File: config.mk
export PLATFORM = sky130hd
export DESIGN_NAME = fetch_pc_tracker
export DESIGN_NICKNAME = d
export VERILOG_FILES = /design/src/rtl/fetch_pc_tracker.sv
export SDC_FILE = /design/constraint.sdc
export NUM_CORES = 1
export LEC_CHECK = 0
export BUFFER_PORTS_ARGS = -buffer_cell sky130_fd_sc_hd__buf_2
export CORE_MARGIN = 1
export CORE_UTILIZATION = 30
export CTS_BUF_LIST = sky130_fd_sc_hd__clkbuf_2
export DETAILED_ROUTE_END_ITERATION = 8
export SLEW_MARGIN = 15
export SYNTH_ARGS = -nofsm -noshare
export SYNTH_HDL_FRONTEND = slang
export SYNTH_SLANG_ARGS = --single-unit
File: constraint.sdc
create_clock -name clk -period 12.4 [get_ports clk]
set_input_delay 1.24 -clock clk [delete_from_list [all_inputs] [get_ports clk]]
set_output_delay 1.24 -clock clk [all_outputs]
set_load 0.03 [all_outputs]
File: src/rtl/fetch_pc_tracker.sv
// Fetch PC generator plus in-order prediction tracker: records {pc, predicted next pc} per fetch,
// checks each against execute's resolution, and on mismatch flushes, redirects and trains the BTB.
`ifndef PC_SIZE
`define PC_SIZE 32
`endif

module fetch_pc_tracker #(
    parameter int              PC_W     = `PC_SIZE,
    parameter logic [PC_W-1:0] RESET_PC = '0,
    parameter int              DEPTH    = 4
) (
    input  logic            clk,
    input  logic            n_rst,
    input  logic            stall,
    input  logic            btb_hit,
    input  logic [PC_W-1:0] btb_target,
    output logic [PC_W-1:0] fetch_pc,
    output logic            fetch_valid,
    input  logic            res_valid,
    input  logic            res_is_br,
    input  logic [PC_W-1:0] res_next_pc,
    output logic            flush,
    output logic            fb_valid,
    output logic [PC_W-1:0] fb_pc,
    output logic [PC_W-1:0] fb_target,
    output logic            full,
    output logic            err
);
    localparam int AW = $clog2(DEPTH);
    localparam logic [AW:0] DEPTH_C = (AW+1)'(DEPTH);

    logic [PC_W-1:0] pc_mem   [DEPTH];
    logic [PC_W-1:0] pred_mem [DEPTH];
    logic [AW-1:0]   rd_ptr;
    logic [AW-1:0]   wr_ptr;
    logic [AW:0]     count;

    logic [PC_W-1:0] pred_next;
    logic [PC_W-1:0] head_pc;
    logic [PC_W-1:0] head_pred;
    logic            not_empty;
    logic            pop;
    logic            mis;
    logic            push;

    assign pred_next = btb_hit ? btb_target : fetch_pc + PC_W'(1);
    assign head_pc   = pc_mem[rd_ptr];
    assign head_pred = pred_mem[rd_ptr];
    assign not_empty = (count != '0);
    // Gating with n_rst keeps flush/fb/fetch_valid quiet during a reset cycle.
    assign pop       = n_rst & res_valid & not_empty;
    assign mis       = pop & (head_pred != res_next_pc);
    assign push      = n_rst & ~stall & ~mis & ((count < DEPTH_C) | pop);

    assign fetch_valid = push;
    assign flush       = mis;
    // A not-taken branch predicted taken resolves to pc+1, which needs no BTB entry.
    assign fb_valid    = mis & res_is_br & (res_next_pc != head_pc + PC_W'(1));
    assign fb_pc       = fb_valid ? head_pc : '0;
    assign fb_target   = fb_valid ? res_next_pc : '0;
    assign full        = (count == DEPTH_C);

    always_ff @(posedge clk) begin
        if (push) begin
            pc_mem[wr_ptr]   <= fetch_pc;
            pred_mem[wr_ptr] <= pred_next;
        end
    end

    always_ff @(posedge clk) begin
        if (!n_rst) begin
            fetch_pc <= RESET_PC;
            rd_ptr   <= '0;
            wr_ptr   <= '0;
            count    <= '0;
            err      <= 1'b0;
        end else begin
            if (res_valid && !not_empty)
                err <= 1'b1;
            if (mis) begin
                fetch_pc <= res_next_pc;
                count    <= '0;
                rd_ptr   <= wr_ptr;
            end else begin
                if (push) begin
                    fetch_pc <= pred_next;
                    wr_ptr   <= wr_ptr + AW'(1);
                end
                if (pop)
                    rd_ptr <= rd_ptr + AW'(1);
                case ({push, pop})
                    2'b10:   count <= count + (AW+1)'(1);
                    2'b01:   count <= count - (AW+1)'(1);
                    default: count <= count;
                endcase
            end
        end
    end
endmodule

==> results.yml <==
run_status:
  status: "complete, no violations"
global_route:
  grt_pass1_vias: 9591
  overflow: 0
  antenna_found_initial: 3
  grt_max_degree: 66
  gr-usage-all-layers_pct: 16.44
  grt_pass1_wl_um: 60290
cts:
  post-cts-setup-buffer-count: 0
  cts_resized: 0
  cts_sinks: 298
  clkLatencyLatePin_ns: 0.88
  tritoncts: "yes"
  cts_max_level: 3
  cts_hold_buffers: 0
  cts_root_buf: "clkbuf_2"
  cts_buffer_depth: 3
  clk_pin_slew_ns: 0.11
  numCtsBuffers: 75
floorplan:
  die-area_um2: 49450
  fp.dieW_um: 222.4
  dieHeight_um: 222.4
  ios: 171
  core_region_area_um2: 47850
  num_rows: 80
  start_util_pct: 30.45
yosys:
  synth_area_um2: 14570
  synth_xor_area_share_pct: 6.493
  synth_top_family_by_area: "simple AND/OR/NAND/NOR gates"
  synth.distinct_cells: 64
  synth_top_area_share_pct: 52.77
  synth_edf_count: 256
  ys.flop_type: "edfxtp_1"
  synth_seq_cells: 298
  yosys.area.top_type: "edfxtp_1"
  ys_top_cells_by_area: "edfxtp_1 53%, mux4_2 8.8%, dfxtp_1 5.8%"
  synth_adder_area_share_pct: 0.7386
  synth.mux.area_fraction_pct: 12.53
  synth_nets: 1089
  netlist_instances: 1011
  postSynthAreaPerCell_um2: 14.41
  synthArstFlopShare_pct: 0
  synthSimpleGateAreaFrac_pct: 13.20
  synth_compound_area_share_pct: 5.428
  ys_seq_area_share_pct: 58.54
  synth-warning-count: 0
finish:
  area_delta_synth_final_pct: 14.48
  drive_gt1_share_pct: 34.30
  fill_cells: 4723
  final_cell_mix: "256 x edfxtp_1, 170 x buf_2, 120 x clkbuf_2"
  mostFrequentLayoutCell: "edfxtp_1"
  num-nets-final: 1293
  stdcell_count: 1891
routing:
  ant_nets: 0
  avgRoutedWirePerCell_um: 21.72
  vias: 9663
  viasPerCell: 5.110
  drtIter0Drc: 667
  dr.pass1.iters: 5
  drc_errors: 0
  drt_wl_total_um: 41070
timing:
  slew_viol_final: 0
  setup_viol: 0
  max_slew_margin_pct: 26.47
  layout_min_cycle_time_ns: 7.545
  setup_slack_ns: 4.855
  finalCritPeriodShare_pct: 60.84
  tightest_slew_ns: 1.103
  hold_viol: 0
  fin_tns_setup_ns: 0
  finClkSkew_ns: 0.06418
  rsz0062_at_grt: "no"
  max_freq_mhz: 132.5
critical_path:
  critPathRequiredTime_ns: 11.16
  crit_family: "simple AND/OR/NAND/NOR gates"
  path_class: "flop to primary output"
  critPathMaxFanout: 65
  critPathMaxStageDelay_ns: 1.03
  critPathBufInv: 2
  slowest_stage: "and4_4"
  start_kind: "flop"
  arrival_ns: 6.30
  worst_r2r_endpoint: "pc_mem[1][19]$_DFFE_PP_"
  crit_path_end_kind: "primary output"
  r2r_slack_ns: 6.57
  path_cells: "buf_4 -> mux4_1 -> and3_1 -> and4b_1 -> and4_1 -> o21ai_0 -> o311ai_0 -> a2111oi_1 -> and4_4 -> nor3b_1 -> buf_2"
  rr_worst_depth: 11
power_and_ir_drop:
  power_uw: 2169
  cellLeakagePower_uw: 0.005787
  powerDensity_nw_per_um2: 130.0
  peakVddDrop_mv: 0.05061
place:
  hpwl_um: 27760
  place_congestion: 0.8236
  place_inst: 1753
  preCtsSetupSlack_ns: 5.729
  numPortBuffers: 170
run:
  drv_cap: 0
worst_hold_path:
  hp-start: "err$_SDFFE_PN0P_"
  whs_path_depth: 2
  hold_end: "err$_SDFFE_PN0P_"
  hp-class: "flop to flop"
-- worst reg2reg max path, stage by stage, from the launching register on --
cell	delay, ns
dfxtp_4	0.66
buf_4	0.80
mux4_2	0.67
xnor2_1	0.29
nand4_1	0.19
nor4_1	0.42
and2_1	0.18
buf_4	0.38
o211ai_2	0.29
inv_1	0.21
and2_2	0.61
buf_4	0.68
-- cells by family (layout without fill, tap and decap cells) --
group	after synthesis	in the layout
compound gates	121	121
xor+xnor	108	108
fa+ha+maj	8	8
buf+inv	79	342
flops	298	298
mux	99	99
other cells	0	2
simple gates	298	298
-- final cells by class --
type                            count  area, um^2  share of cell area (%)
Clock buffer                      120       600.6                   3.601
Sequential cell                   298        8533                   51.16
Inverter                           23       86.33                  0.5176
Tap cell                          615       769.5                   4.614
Timing Repair Buffer              183       948.4                   5.686
Multi-Input combinational cell    634        5617                   33.68
Antenna cell                        2       5.005                 0.03001
Clock inverter                     16       118.9                  0.7127
-- sequential cells by signal, summed over array words and instances (netlist names), named ones only --
| signal | flops |
|---|---|
| wr_ptr | 2 |
| count | 3 |
| err | 1 |
| fetch_pc | 32 |
| rd_ptr | 2 |
| pc_mem | 128 |
| pred_mem | 128 |
-- metrics by stage --
stage          hold WS (ns)  utilization, %  area (um^2)
2_1_floorplan        0.4473               -        14570
6_report             0.4980           34.86        16680
5_1_grt              0.5372           34.86        16680
3_3_place_gp         0.4691           33.34        15950
4_1_cts              0.5033           34.85        16670
3_5_place_dp         0.4734           33.34        15950
-- synthesized netlist by cell type (all sizes together) (5+ instances only) --
master and instances:
a21oi 20, and2 10, and3 5, and4 8, buf 28, clkbuf 28
dfxtp 42, edfxtp 256, ha 7, inv 23, mux2 6, mux2i 29
mux4 64, nand2 68, nand3 22, nand4 20, nor2 44, nor2b 13
nor3 18, nor3b 60, nor4 6, o211ai 7, o21ai 51, o311a 14
or3 8, xnor2 80, xor2 28
-- routing by layer --
layer	GRT usage [%]	up-vias	wire length (um)
met5	0	-	0
met4	5.428	0	884
met3	3.597	64	2454
met2	27.17	350	20030
met1	21.37	4874	17700
li1	-	4375	-
-- where the power goes --
group          internal [uW]  switching, uW
Sequential              1140           37.8
Clock                    295            387
Combinational            114            195
-- how the worst max path moves through the flow --
| stage | start | end | slack (ns) | depth (start not counted) |
|---|---|---|---|---|
| floorplan | flop | pc_mem[0][0]$_DFFE_PP_ | 7.48 | 13 |
| global placement | flop | fb_pc[10] | 5.76 | 11 |
| detailed placement | flop | fb_pc[10] | 5.73 | 11 |
| global route | flop | fb_target[2] | 4.32 | 11 |
| finish | flop | fb_pc[19] | 4.86 | 11 |
| CTS | flop | fb_pc[10] | 4.70 | 11 |
(Power assumes the default switching activity.)
